--- config.mk ---
export PLATFORM = sky130hd
export DESIGN_NAME = led_step_counter
export DESIGN_NICKNAME = d
export VERILOG_FILES = /design/src/rtl/led_ctrl_pkg.sv /design/src/rtl/btn_debounce.sv /design/src/rtl/led_step_counter.sv
export SDC_FILE = /design/constraint.sdc
export NUM_CORES = 1
export LEC_CHECK = 0
export ABC_AREA = 0
export BUFFER_PORTS_ARGS = -buffer_cell sky130_fd_sc_hd__buf_2
export CORE_ASPECT_RATIO = 1.75
export CORE_UTILIZATION = 64
export DETAILED_ROUTE_END_ITERATION = 7
export PLACE_DENSITY = 0.85
export SYNTH_ARGS = -nofsm -noshare
export SYNTH_HDL_FRONTEND = slang
export SYNTH_SLANG_ARGS = --single-unit
--- constraint.sdc ---
create_clock -name CLK -period 4 [get_ports CLK]
set_input_delay 0.6 -clock CLK [delete_from_list [all_inputs] [get_ports CLK]]
set_output_delay 0.6 -clock CLK [all_outputs]
set_load 0.03 [all_outputs]
--- src/rtl/led_ctrl_pkg.sv ---
// Shared definitions for the LED step counter.
// Holds the step FSM state type and the default parameter values used by
// led_step_counter and btn_debounce.
package led_ctrl_pkg;

    typedef enum logic [1:0] {
        IDLE   = 2'd0,
        HOLD   = 2'd1,
        REPEAT = 2'd2
    } state_e;

    localparam int DEF_WIDTH         = 6;
    localparam int DEF_DEB_CYCLES    = 16;
    localparam int DEF_HOLD_CYCLES   = 1024;
    localparam int DEF_REPEAT_CYCLES = 256;

endpackage

--- src/rtl/btn_debounce.sv ---
// Two-flop synchroniser followed by a counting debouncer.
// Ports:
//   CLK      - system clock, rising edge
//   BTN_RST  - asynchronous active-high reset
//   btn_i    - raw asynchronous button level
//   deb_o    - debounced level
// The debounced level flips only after the synchronised input has disagreed
// with it for DEB_CYCLES consecutive samples plus the toggling edge itself.
module btn_debounce
    import led_ctrl_pkg::*;
#(
    parameter int DEB_CYCLES = DEF_DEB_CYCLES
) (
    input  logic CLK,
    input  logic BTN_RST,
    input  logic btn_i,
    output logic deb_o
);

    localparam int CW = $clog2(DEB_CYCLES + 1);

    logic          meta_q;
    logic          sync_q;
    logic          deb_q, deb_d;
    logic [CW-1:0] cnt_q, cnt_d;

    always_ff @(posedge CLK or posedge BTN_RST) begin
        if (BTN_RST) begin
            meta_q <= 1'b0;
            sync_q <= 1'b0;
            deb_q  <= 1'b0;
            cnt_q  <= '0;
        end else begin
            meta_q <= btn_i;
            sync_q <= meta_q;
            deb_q  <= deb_d;
            cnt_q  <= cnt_d;
        end
    end

    // A full run of DEB_CYCLES disagreeing samples must already be counted
    // before the level flips, so any shorter glitch is discarded.
    always_comb begin
        deb_d = deb_q;
        cnt_d = '0;
        if (sync_q != deb_q) begin
            if (cnt_q == CW'(DEB_CYCLES)) begin
                deb_d = ~deb_q;
            end else begin
                cnt_d = cnt_q + CW'(1);
            end
        end
    end

    assign deb_o = deb_q;

endmodule

--- src/rtl/led_step_counter.sv ---
// Button-driven up/down LED counter with debounce and auto-repeat.
// Ports:
//   CLK      - system clock, rising edge
//   BTN_RST  - asynchronous active-high reset
//   BTN_C    - raw step button (active-high)
//   BTN_DIR  - raw direction switch, 0 = up, 1 = down
//   LED      - registered count
//   LIMIT    - one-cycle pulse when a step wraps or is clamped
// A press steps once; holding it for HOLD_CYCLES starts auto-repeat with
// one step every REPEAT_CYCLES.
module led_step_counter
    import led_ctrl_pkg::*;
#(
    parameter int WIDTH         = DEF_WIDTH,
    parameter int DEB_CYCLES    = DEF_DEB_CYCLES,
    parameter int HOLD_CYCLES   = DEF_HOLD_CYCLES,
    parameter int REPEAT_CYCLES = DEF_REPEAT_CYCLES,
    parameter int SATURATE      = 0
) (
    input  logic             CLK,
    input  logic             BTN_RST,
    input  logic             BTN_C,
    input  logic             BTN_DIR,
    output logic [WIDTH-1:0] LED,
    output logic             LIMIT
);

    localparam int TMAX = (HOLD_CYCLES > REPEAT_CYCLES) ? HOLD_CYCLES : REPEAT_CYCLES;
    localparam int TW   = $clog2(TMAX + 1);

    logic             deb;
    logic             dir_meta_q, dir_q;
    state_e           state_q, state_d;
    logic [TW-1:0]    timer_q, timer_d;
    logic [WIDTH-1:0] led_q, led_d;
    logic             limit_q, limit_d;
    logic             step;

    btn_debounce #(
        .DEB_CYCLES(DEB_CYCLES)
    ) u_deb_c (
        .CLK    (CLK),
        .BTN_RST(BTN_RST),
        .btn_i  (BTN_C),
        .deb_o  (deb)
    );

    always_ff @(posedge CLK or posedge BTN_RST) begin
        if (BTN_RST) begin
            dir_meta_q <= 1'b0;
            dir_q      <= 1'b0;
            state_q    <= IDLE;
            timer_q    <= '0;
            led_q      <= '0;
            limit_q    <= 1'b0;
        end else begin
            dir_meta_q <= BTN_DIR;
            dir_q      <= dir_meta_q;
            state_q    <= state_d;
            timer_q    <= timer_d;
            led_q      <= led_d;
            limit_q    <= limit_d;
        end
    end

    // HOLD/REPEAT are only left when deb is low, so deb high while in IDLE
    // always marks a fresh rising edge of the debounced button.
    always_comb begin
        state_d = state_q;
        timer_d = timer_q;
        step    = 1'b0;
        case (state_q)
            IDLE: begin
                if (deb) begin
                    step    = 1'b1;
                    timer_d = '0;
                    state_d = HOLD;
                end
            end
            HOLD: begin
                if (!deb) begin
                    timer_d = '0;
                    state_d = IDLE;
                end else if (timer_q == TW'(HOLD_CYCLES - 1)) begin
                    step    = 1'b1;
                    timer_d = '0;
                    state_d = REPEAT;
                end else begin
                    timer_d = timer_q + TW'(1);
                end
            end
            REPEAT: begin
                if (!deb) begin
                    timer_d = '0;
                    state_d = IDLE;
                end else if (timer_q == TW'(REPEAT_CYCLES - 1)) begin
                    step    = 1'b1;
                    timer_d = '0;
                end else begin
                    timer_d = timer_q + TW'(1);
                end
            end
            default: begin
                timer_d = '0;
                state_d = IDLE;
            end
        endcase
    end

    // Count datapath; LIMIT is registered alongside LED so both change on
    // the same edge.
    always_comb begin
        led_d   = led_q;
        limit_d = 1'b0;
        if (step) begin
            if (!dir_q) begin
                if (led_q == {WIDTH{1'b1}}) begin
                    limit_d = 1'b1;
                    led_d   = (SATURATE != 0) ? led_q : '0;
                end else begin
                    led_d = led_q + WIDTH'(1);
                end
            end else begin
                if (led_q == '0) begin
                    limit_d = 1'b1;
                    led_d   = (SATURATE != 0) ? led_q : {WIDTH{1'b1}};
                end else begin
                    led_d = led_q - WIDTH'(1);
                end
            end
        end
    end

    assign LED   = led_q;
    assign LIMIT = limit_q;

endmodule
==> flow_metrics.env <==
export IMPL_min_path_type="flop to flop"
export IMPL_reg2reg_depth=7
export IMPL_worstSetupStartpointType="flop"
export IMPL_place_area_sq_um=1810
export IMPL_critPathCaptureType="flop"
export IMPL_h_tree_depth=2
export IMPL_placementRows=24
export IMPL_ys_ff_latch=30
export IMPL_postSynth_asyncResetShare=1.00
export IMPL_fp_coreArea_sq_um=2550
export IMPL_crit_path_max_fanout=13
export IMPL_grt_pass1_vias=1503
export IMPL_postCtsSetupBuffers=0
export IMPL_outcome="completed"
export IMPL_synth_compound_area_share=0.210
export IMPL_numCtsBuffers=5
export IMPL_fin_crit_sh=0.553
export IMPL_yosysUniqueCellTypes=47
export IMPL_hold_depth=0
export IMPL_num_vias=1418
export IMPL_utilization=0.743
export IMPL_fillers=187
export IMPL_setup_viol=0
export IMPL_yosysWarningCount=0
export IMPL_rsz0062_at_grt="false"
export IMPL_synthCells=182
export IMPL_yosysTopAreaCell="dfrtp_1"
export IMPL_synthMuxAreaShare=0.0120
export IMPL_arrival_ns=2.42
export IMPL_grt_use_total=0.273
export IMPL_synth_area_top_cells="dfrtp_1 42%, ha_1 7.1%, a21oi_1 4.0%, o21ai_0 3.4%, inv_1 2.5%"
export IMPL_gp_congestion=0.983
export IMPL_tns_ns=0
export IMPL_die_w_microns=41.8
export IMPL_ant_nets=0
export IMPL_synth_top_family_by_area="compound AO/OA/AOI/OAI gates"
export IMPL_place_hpwl_mm=2.59
export IMPL_period_needed_ns=2.21
export IMPL_clk_pin_slew_ns=0.06
export IMPL_grt_ovfl_total=0
export IMPL_antenna_found_initial=0
export IMPL_yosys_area_share_simple=0.201
export IMPL_p_per_area_nw_per_um2=299
export IMPL_synth_area_sq_um=1770
export IMPL_tightest_slew_ns=1.10
export IMPL_synth_flop_cell="dfrtp_1"
export IMPL_ctsLongestPathBuffers=2
export IMPL_fin_skew_ns=0.00376
export IMPL_syn_to_final_growth_pct=7.06
export IMPL_synth_xor_area_frac=0.0346
export IMPL_cts_tree="yes"
export IMPL_peakVddDrop_v=0.000349
export IMPL_worstSkewPairLatency_ns=0.27
export IMPL_start_util=0.694
export IMPL_wire_per_inst_microns=15.8
export IMPL_yosysSeqAreaShare=0.424
export IMPL_crit_required_ns=4.21
export IMPL_clkSinkCount=30
export IMPL_hold_viol_final=0
export IMPL_slew_headroom=0.267
export IMPL_antenna_cells=0
export IMPL_synth_avg_cell_area_sq_um=9.73
export IMPL_firstDrtPassIters=4
export IMPL_yosys_area_top_type_share=0.424
export IMPL_die_y_microns=71.6
export IMPL_post_route_drc_count=0
export IMPL_drive_gt1_frac=0.134
export IMPL_totalWireLength_mm=3.48
export IMPL_io_pins=11
export IMPL_maxSlewViolCount=0
export IMPL_grt_max_degree=31
export IMPL_maxCapViolations=0
export IMPL_grt_pass1_wl_mm=6.33
export IMPL_synth_edf_count=0
export IMPL_dieArea_sq_um=2990
export IMPL_ctsResizeCount=0
export IMPL_final_area_sq_um=1900
export IMPL_drt_iter0_markers=45
export IMPL_r2r_setup_slack_ns=1.79
export IMPL_cts_hold_buffers=0
export IMPL_ctsRootBufferMaster="clkbuf_8"
export IMPL_viasPerCell=6.45
export IMPL_crit_type="flop to flop"
export IMPL_io_buffer_count=10
export IMPL_p_leak_uw=0.000846
export IMPL_layout_nets=209
export IMPL_synth_nets=196
export IMPL_timing_fmax_ghz=0.452
export IMPL_synthAdderAreaFrac=0.0706
sequential cells by signal, summed over array words and instances (netlist names):
signal          flops
u_deb_c.deb_o       1
u_deb_c.meta_q      1
LED                 6
state_q             2
u_deb_c.sync_q      1
dir_meta_q          1
LIMIT               1
dir_q               1
u_deb_c.cnt_q       5
timer_q            11
layer usage:
metal	global-route usage	vias to the layer above	routed length, microns
met5	0	-	0
met2	0.509	39	1960
li1	-	683	-
met1	0.277	686	1320
met4	0.136	0	58
met3	0.0579	10	135
cell families after synthesis:
group                    Yosys count
AND/OR/NAND/NOR                   63
AO/OA/AOI/OAI                     54
flip-flops                        30
buffers and inverters             16
adder cells (fa/ha/maj)           10
XOR/XNOR                           7
multiplexers                       2
cell usage in the layout (no fill, tap or decap), types with 2 or more instances in the layout:
cell type  count
a211o_1        2
a21o_1         4
a21oi_1       14
a22o_1         3
a31oi_1        3
a41oi_1        2
and2_1         4
and2b_2        2
and4_1         2
buf_2         10
clkbuf_8       6
dfrtp_1       30
ha_1          10
inv_1         12
nand2_1       11
nand3_1        8
nand4_1        2
nor2_1        12
nor2b_1        2
nor3_1         6
o211ai_1       3
o21ai_0       12
o22ai_1        2
o31ai_1        2
or3_1          4
xnor2_1        3
xor2_1         4
cell usage after synthesis, drive strengths merged (2+ instances only):
master and number:
and4 2, a31oi 3, o211ai 3, nor2b 2
and2 5, nor2 12, a211o 2, nand4 3
or3 4, dfrtp 30, o21ai 13, a41oi 2
nor3 6, a22o 3, and2b 2, a21o 4
ha 10, o22ai 2, nand2 11, a21oi 14
buf 2, o31ai 2, xnor2 3, inv 12
nand3 8, xor2 4, clkbuf 2
layout make-up:
class                   count  area (sq um)  share of cell area
clock buffers               6          82.6              0.0435
inverters                  12          45.0              0.0237
multi-input cells         136           936               0.493
flip-flops and latches     30           751               0.396
well taps                  26          32.5              0.0172
repair buffers             10          50.0              0.0264
worst max-delay path, stage by stage, from the launching register on:
cell       delay, ns
dfrtp_1         0.42
inv_1           0.10
ha_1            0.28
or3b_4          0.42
a2111oi_4       0.31
o21ai_2         0.21
nor4_2          0.28
a211o_1         0.13
power by group:
part	total, uW	internal, uW	switching [uW]
clock network	229	132	97.1
registers	314	309	5.55
logic	23.6	8.15	15.4
total	567	449	118
metrics by stage:
stage | setup slack [ns] | total power, uW | cells | hold WS, ns
2_1_floorplan | 2.01 | 337 | 182 | 0.331
3_3_place_gp | 1.88 | 341 | 214 | 0.334
3_5_place_dp | 1.80 | 343 | 214 | 0.339
4_1_cts | 1.79 | 573 | 220 | 0.352
5_1_grt | 1.61 | 588 | 220 | 0.366
6_report | 1.79 | 567 | 220 | 0.353
final timing paths:
kind | startpoint | to
hold reg to reg | u_deb_c.meta_q | u_deb_c.sync_q
max in group asynchronous | BTN_RST | timer_q[1]
hold / removal | u_deb_c.meta_q | u_deb_c.sync_q
setup / recovery | state_q[0] | LED[2]
setup reg to reg | state_q[0] | LED[2]
min in group asynchronous | BTN_RST | timer_q[10]
(Power assumes the default switching activity.)
